**config.mk**
```make
export PLATFORM = sky130hd
export DESIGN_NAME = mem_responder
export DESIGN_NICKNAME = d
export VERILOG_FILES = /design/src/rtl/mem_responder.sv
export SDC_FILE = /design/constraint.sdc
export NUM_CORES = 2
export LEC_CHECK = 0
export CAP_MARGIN = 20
export CORE_UTILIZATION = 35
export CTS_CLUSTER_DIAMETER = 100
export CTS_CLUSTER_SIZE = 12
export DETAILED_ROUTE_END_ITERATION = 12
export GPL_TIMING_DRIVEN = 0
export RECOVER_POWER = 25
export SYNTH_ARGS = -nofsm -noshare
export SYNTH_HDL_FRONTEND = slang
export SYNTH_SLANG_ARGS = --single-unit
```
**constraint.sdc**
```tcl
create_clock -name clk -period 8 [get_ports clk]
set_clock_uncertainty 0.2 [all_clocks]
set_input_delay 1.2 -clock clk [delete_from_list [all_inputs] [get_ports clk]]
set_output_delay 1.2 -clock clk [all_outputs]
set_load 0.02 [all_outputs]
```
**src/rtl/mem_responder.sv**
```systemverilog
`default_nettype none
// ============================================================================
// Module      : mem_responder
// Description : Memory-side responder for the matrix processor's shared bus.
//               A read/write RAM bank drives dinx and a read-only weight ROM
//               bank drives dinw, each with one-cycle registered read latency.
//               A host load port fills both banks while in LOAD; the last
//               load word hands the bus over to the processor (RUN).
// Ports       : clk, rst (async, active-low)
//               csb[1:0] (bit0 RAM, bit1 ROM, active-low), web, addr, din
//               dinx, dinw          registered read data
//               ld_valid/ld_ready/ld_sel/ld_addr/ld_data/ld_last  load port
//               run, err (sticky out-of-range), wr_count (saturating)
// Revision    : 1.0 - initial release
// ============================================================================
module mem_responder #(
    parameter int ADDR_WIDTH = 7,
    parameter int DATA_WIDTH = 8,
    parameter int RAM_DEPTH  = 128,
    parameter int ROM_DEPTH  = 128
) (
    input  logic                  clk,
    input  logic                  rst,
    input  logic [1:0]            csb,
    input  logic                  web,
    input  logic [ADDR_WIDTH-1:0] addr,
    input  logic [DATA_WIDTH-1:0] din,
    output logic [DATA_WIDTH-1:0] dinx,
    output logic [DATA_WIDTH-1:0] dinw,
    input  logic                  ld_valid,
    output logic                  ld_ready,
    input  logic                  ld_sel,
    input  logic [ADDR_WIDTH-1:0] ld_addr,
    input  logic [DATA_WIDTH-1:0] ld_data,
    input  logic                  ld_last,
    output logic                  run,
    output logic                  err,
    output logic [7:0]            wr_count
);

    localparam int unsigned WORDS = 1 << ADDR_WIDTH;
    // Depth limits one bit wider than the address so a full-range depth fits.
    localparam logic [ADDR_WIDTH:0] RAM_LIM = (ADDR_WIDTH + 1)'(RAM_DEPTH);
    localparam logic [ADDR_WIDTH:0] ROM_LIM = (ADDR_WIDTH + 1)'(ROM_DEPTH);

    typedef enum logic [0:0] {
        S_LOAD = 1'b0,
        S_RUN  = 1'b1
    } state_t;

    state_t                  state_q, state_d;
    logic [DATA_WIDTH-1:0]   dinx_q, dinx_d;
    logic [DATA_WIDTH-1:0]   dinw_q, dinw_d;
    logic                    err_q, err_d;
    logic [7:0]              wr_count_q, wr_count_d;

    logic [DATA_WIDTH-1:0]   ram_q [WORDS];
    logic [DATA_WIDTH-1:0]   rom_q [WORDS];

    logic                    in_run;
    logic                    load_fire;
    logic                    ram_sel, rom_sel;
    logic                    ram_ok, rom_ok, ld_ok;
    logic                    ram_we, rom_we;
    logic [ADDR_WIDTH-1:0]   ram_waddr;
    logic [DATA_WIDTH-1:0]   ram_wdata;

    assign in_run    = (state_q == S_RUN);
    assign ld_ready  = (state_q == S_LOAD);
    assign load_fire = ld_valid & ld_ready;
    assign ram_sel   = in_run & ~csb[0];
    assign rom_sel   = in_run & ~csb[1];

    assign ram_ok = ({1'b0, addr} < RAM_LIM);
    assign rom_ok = ({1'b0, addr} < ROM_LIM);
    assign ld_ok  = ld_sel ? ({1'b0, ld_addr} < ROM_LIM)
                           : ({1'b0, ld_addr} < RAM_LIM);

    // Array writes are qualified by rst so that nothing is written on an edge
    // that coincides with (or falls inside) reset assertion.
    assign ram_we    = rst & ((load_fire & ~ld_sel & ld_ok) | (ram_sel & ~web & ram_ok));
    assign rom_we    = rst & load_fire & ld_sel & ld_ok;
    assign ram_waddr = in_run ? addr : ld_addr;
    assign ram_wdata = in_run ? din  : ld_data;

    always_comb begin
        state_d    = state_q;
        dinx_d     = dinx_q;
        dinw_d     = dinw_q;
        err_d      = err_q;
        wr_count_d = wr_count_q;

        if (load_fire) begin
            if (!ld_ok) begin
                err_d = 1'b1;
            end
            if (ld_last) begin
                state_d = S_RUN;
            end
        end

        if (ram_sel) begin
            if (!ram_ok) begin
                err_d = 1'b1;
            end
            if (web) begin
                dinx_d = ram_ok ? ram_q[addr] : '0;
            end else if (ram_ok && (wr_count_q != 8'hFF)) begin
                wr_count_d = wr_count_q + 8'd1;
            end
        end

        if (rom_sel) begin
            if (!rom_ok) begin
                err_d = 1'b1;
            end
            dinw_d = rom_ok ? rom_q[addr] : '0;
        end
    end

    always_ff @(posedge clk or negedge rst) begin
        if (!rst) begin
            state_q    <= S_LOAD;
            dinx_q     <= '0;
            dinw_q     <= '0;
            err_q      <= 1'b0;
            wr_count_q <= 8'd0;
        end else begin
            state_q    <= state_d;
            dinx_q     <= dinx_d;
            dinw_q     <= dinw_d;
            err_q      <= err_d;
            wr_count_q <= wr_count_d;
        end
    end

    // Storage is intentionally not reset: contents survive a reset.
    always_ff @(posedge clk) begin
        if (ram_we) begin
            ram_q[ram_waddr] <= ram_wdata;
        end
        if (rom_we) begin
            rom_q[ld_addr] <= ld_data;
        end
    end

    assign dinx     = dinx_q;
    assign dinw     = dinw_q;
    assign run      = in_run;
    assign err      = err_q;
    assign wr_count = wr_count_q;

endmodule
`default_nettype wire
```
* Word level (Yosys, flattened, before mapping) *
Memories as Yosys holds them, arrays and structs flattened. A register that Yosys moved wholly into a read port is not among the register bits.
Cells that the tools add are included.

storage, ports and cells
  word-level logic and storage cells = 31
  bits in registers = 9
  output and inout port bits = 27
  bits in latches = 0
  bits in writable memories = 2048
  memory bits (read-only) = 0
  memories kept = 2

cells by class
  multiply operators = 0
  muxes and demuxes = 6
  reductions and logical operators = 5
  $lt $le $gt $ge = 0
  divide/modulo/power cells = 0
  bitwise gates (word level) = 14
  eq/ne operators = 1
  shift operators = 0
  $add $sub $neg = 1

memory list
  name   words  bits a word  rd ports  clocked after Yosys merged registers in  write ports  RTL line  text
  ram_q  128    8            1         1                                        1            57        logic [DATA_WIDTH-1:0] ram_q [WORDS];
  rom_q  128    8            1         1                                        1            58        logic [DATA_WIDTH-1:0] rom_q [WORDS];

operators by type and width
  cell                                                            count
  8-bit by 1-bit adder with 8-bit output (second input constant)  1
  1-bit bitwise AND                                               8
  8-bit two-way mux                                               1
  8-bit inequality test (second input constant)                   1
  7-bit two-way mux                                               1
  1-bit inverter                                                  5
  1-bit two-way mux                                               4
  2-bit AND reduction                                             2
  3-bit AND reduction                                             1
  1-bit logical NOT                                               2
  1-bit OR                                                        1

* Logic depth before layout (Yosys ltp) *
  word-level depth = 7
  depth in mapped cells = 11
  depth with buffers taken out = 6

* Worst setup path before layout *
Ideal clock, no wire load.

  path kind = input to register
  start = input port addr[1]
  end = memory ram_q[55][0], enable pin
  stages = 10
  arrival = 3.012 ns
  path slack = 4.417 ns
  data required time = 7.430 ns
  cells stage by stage = buf_4 buf_6 buf_6 buf_6 buf_2 nand3_1 o21ai_0 nand2_1 clkbuf_1 nor2_1

between the ends
  longest elaborated chain between the ends = 1

ends and longest elaborated chain
  item                RTL line  text
  start: declaration  26        input logic [ADDR_WIDTH-1:0] addr,
  7-bit two-way mux   83        assign ram_waddr = in_run ? addr : ld_addr;
  end: declaration    57

No other way between the ends.

* Final worst setup path *
  start = input port ld_data[2]
  end = memory rom_q[122][2], data pin

RTL lines
  item                RTL line  text
  start: declaration  34        input logic [DATA_WIDTH-1:0] ld_data,
  end: declaration    58

Straight into the memory's write port.

==> results.py <==
metrics = {
    "grt": {
        "grt_antenna_before_repair": 14,
        "grt_max_degree": 129,
        "overflow": 0,
        "grt_pass1_vias": 42760,
        "grt_pass1_wl_um": 368700,
        "grt.total_usage_pct": 23.19,
    },
    "cts": {
        "cts_sinks": 2073,
        "cts_setup_buffers": 0,
        "cts_tree": "built",
        "cts_resized": 0,
        "clk-insertion-delay-late_ns": 0.84,
        "cts_hold_buf": 0,
        "clock_path_buffers": 3,
        "htree_levels": 4,
        "root_buffer": "clkbuf_16",
        "clk_pin_slew_ns": 0.06,
        "cts_buffers": 191,
    },
    "floorplan": {
        "initial_core_util_pct": 35.37,
        "io-pin-count": 65,
        "fp.dieW_um": 485.1,
        "die-height_um": 485.1,
        "fp.coreArea_um2": 231000,
        "rows": 176,
        "dieArea_um2": 235400,
    },
    "sta": {
        "fmax_mhz": 159.2,
        "setup-violations-final": 0,
        "holdWs_ns": 0.2994,
        "slew_violations": 875,
        "fin_ws_ns": 1.717,
        "grt_setup_unrepaired": "no",
        "worst_slew_pin_slew_ns": 4.085,
        "post-route-period-util_pct": 78.54,
        "period_needed_ns": 6.283,
        "hold_violations": 0,
        "slew_headroom_pct": -172.3,
    },
    "critical_path": {
        "endpoint_kind": "register",
        "cp_data_arrival_time_ns": 6.13,
        "crit_chain": "clkbuf_1, clkbuf_1",
        "critPathTopFamily": "buffers and inverters",
        "crit_path_frequent_cell": "clkbuf_1",
        "worstPathRequired_ns": 7.85,
        "path_class": "input port to register",
        "cpPeakStageDelay_ns": 2.85,
        "worstPathMaxFanout": 80,
        "startpoint_type": "input port",
        "critical_path_buf_inv_count": 2,
        "cpMaxStageDelayCell": "clkbuf_1",
    },
    "logic_synthesis": {
        "synth-seq-cells": 2073,
        "synth_area_um2": 81700,
        "synth_cells": 4080,
        "yosysSeqAreaShare_pct": 76.04,
        "synthArstFlopShare_pct": 1.206,
        "netlist-cell-type-count": 57,
        "synth-edff-count": 2048,
        "synth_nets": 4119,
        "syn_avg_cell_area_um2": 20.02,
        "yosysWarnings": 0,
        "synthFlopType": "edfxtp_1",
    },
    "pwr": {
        "total_power_w": 0.02197,
        "p_leak_nw": 28.84,
        "powerDensity_nw_per_um2": 238.8,
        "peakVddDrop_mv": 0.1977,
    },
    "layout": {
        "drive_gt1_share_pct": 18.55,
        "fillers": 20340,
        "fin_nets": 4410,
        "fin_cells": 7473,
        "syn_to_final_growth_pct": 12.63,
        "finish.utilization_pct": 39.83,
    },
    "flow_run": {
        "drv_cap": 14,
    },
    "drt": {
        "final_antenna_net_count": 0,
        "drt_iter0_drc": 6961,
        "vias_per_cell": 5.939,
        "wl_per_cell_um": 37.07,
        "vias": 44380,
        "drc": 0,
        "dr.pass1.iters": 9,
        "wirelength_um": 277000,
    },
    "outcome": {
        "violations": "max-capacitance violations, max-slew violations",
        "status": "complete, but fails checks",
    },
    "place": {
        "place_ws_ns": 1.430,
        "place.gp.congestion": 1.042,
        "dp_hpwl_um": 186900,
        "port_buffers": 58,
        "dp.cells": 7194,
    },
    "worst_hold_path": {
        "hold_class": "register to register",
    },
}
worst reg2reg max path: cells and delay by family (launching register included):
| kind | cells | cell delay [ns] |
|---|---|---|
| buffers and inverters | 4 | 1.77 |
| AND/OR/NAND/NOR | 3 | 2.13 |
| flip-flops | 1 | 0.42 |
routing by layer:
metal	track usage, %	up-vias	share of wire (%)
met5	0	-	0.0076
met4	12.85	4	6.4
met3	6.121	639	11
met2	35.42	2927	45
met1	30.04	23540	38
li1	-	17280	-
registers in the layout (all words and copies together), names as in the netlist:
name / count
wr_count: 8
rom_q: 1024
dinx: 8
run: 1
dinw: 8
ram_q: 1024
logic make-up after synthesis:
logic type	after synthesis	synth area share [%]
flip-flops	2073	76.04
multiplexers	794	15.45
AND/OR/NAND/NOR	587	3.100
AO/OA/AOI/OAI	377	3.166
buffers and inverters	240	2.149
XOR/XNOR	7	0.07504
adder cells (fa/ha/maj)	1	0.01531
other	1	0.004590
Yosys cell counts (13+ instances only):
master | instances | area, um2
a21oi_1 | 59 | 295.3
o22ai_1 | 75 | 469.2
o21ai_0 | 51 | 255.2
mux2i_1 | 387 | 3874
nand2_1 | 99 | 371.6
clkbuf_1 | 66 | 247.7
edfxtp_1 | 2048 | 61500
a2111oi_0 | 14 | 122.6
o41ai_1 | 15 | 131.4
buf_6 | 50 | 563.0
nor3_1 | 49 | 245.2
nand3_1 | 32 | 160.2
buf_8 | 21 | 315.3
a211oi_1 | 50 | 375.4
nor2b_1 | 37 | 231.5
a22oi_1 | 24 | 180.2
nor2_1 | 322 | 1209
mux4_2 | 362 | 8153
o221ai_1 | 13 | 113.9
mux2_2 | 39 | 439.2
buf_4 | 30 | 225.2
dfrtp_1 | 25 | 625.6
buf_2 | 52 | 260.3
a221oi_1 | 25 | 219.0
cell usage in the layout (no fill, tap or decap), types with 11 or more instances in the layout:
cell type | synthesis | layout
edfxtp_1 | 2048 | 2048
mux2i_1 | 387 | 387
mux4_2 | 362 | 362
nor2_1 | 322 | 321
clkbuf_16 | 0 | 194
clkbuf_1 | 66 | 127
nand2_1 | 99 | 99
o22ai_1 | 75 | 75
a21oi_1 | 59 | 59
buf_2 | 52 | 54
buf_6 | 50 | 54
o21ai_0 | 51 | 51
a211oi_1 | 50 | 50
nor3_1 | 49 | 48
clkdlybuf4s50_1 | 0 | 48
nor2b_1 | 37 | 37
buf_4 | 30 | 36
nand3_1 | 32 | 32
buf_8 | 21 | 31
mux2_2 | 39 | 31
a221oi_1 | 25 | 25
dfrtp_1 | 25 | 25
a22oi_1 | 24 | 24
o41ai_1 | 15 | 15
o221ai_1 | 13 | 13
a2111oi_0 | 14 | 13
buf_16 | 0 | 11
report_power, final:
part / switching, W / total, W / internal [W]
sequential: 0.0000677 / 0.0120 / 0.0120
combinational: 0.00105 / 0.00153 / 0.000470
clock: 0.00400 / 0.00841 / 0.00440
metrics by stage:
step / setup TNS, ns / area [um2]
finish: 0 / 92020
global route: 0 / 92010
CTS: 0 / 92030
detailed placement: 0 / 86710
global placement: -533.00 / 86070
floorplan: 0 / 81700
worst paths after layout:
| kind | startpoint | to | slack (ns) | cells after the start |
|---|---|---|---|---|
| worst max-delay path | ld_data[2] | rom_q[122][2] | 1.72 | 2 |
| worst min register to register | wr_count[7] | wr_count[7] | 0.30 | 1 |
| worst min-delay path | wr_count[7] | wr_count[7] | 0.30 | 1 |
| worst max register to register | run | rom_q[127][6] | 3.07 | 7 |
| max in group asynchronous | rst | dinw[6] | 5.72 | 1 |
| min in group asynchronous | rst | wr_count[5] | 0.71 | 1 |
final cells by class:
| cell class | count | area, um2 | area share [%] |
|---|---|---|---|
| inverter | 7 | 26.28 | 0.02856 |
| clock inverter | 14 | 260.3 | 0.2828 |
| clock buffer | 249 | 5061 | 5.500 |
| buffer | 233 | 1740 | 1.891 |
| sequential | 2073 | 62120 | 67.52 |
| timing repair buffer | 98 | 1110 | 1.206 |
| multi-input combinational | 1767 | 17890 | 19.44 |
| antenna | 6 | 15.01 | 0.01632 |
| tap | 3026 | 3786 | 4.115 |
No activity file was read; power rests on OpenSTA's default activity.
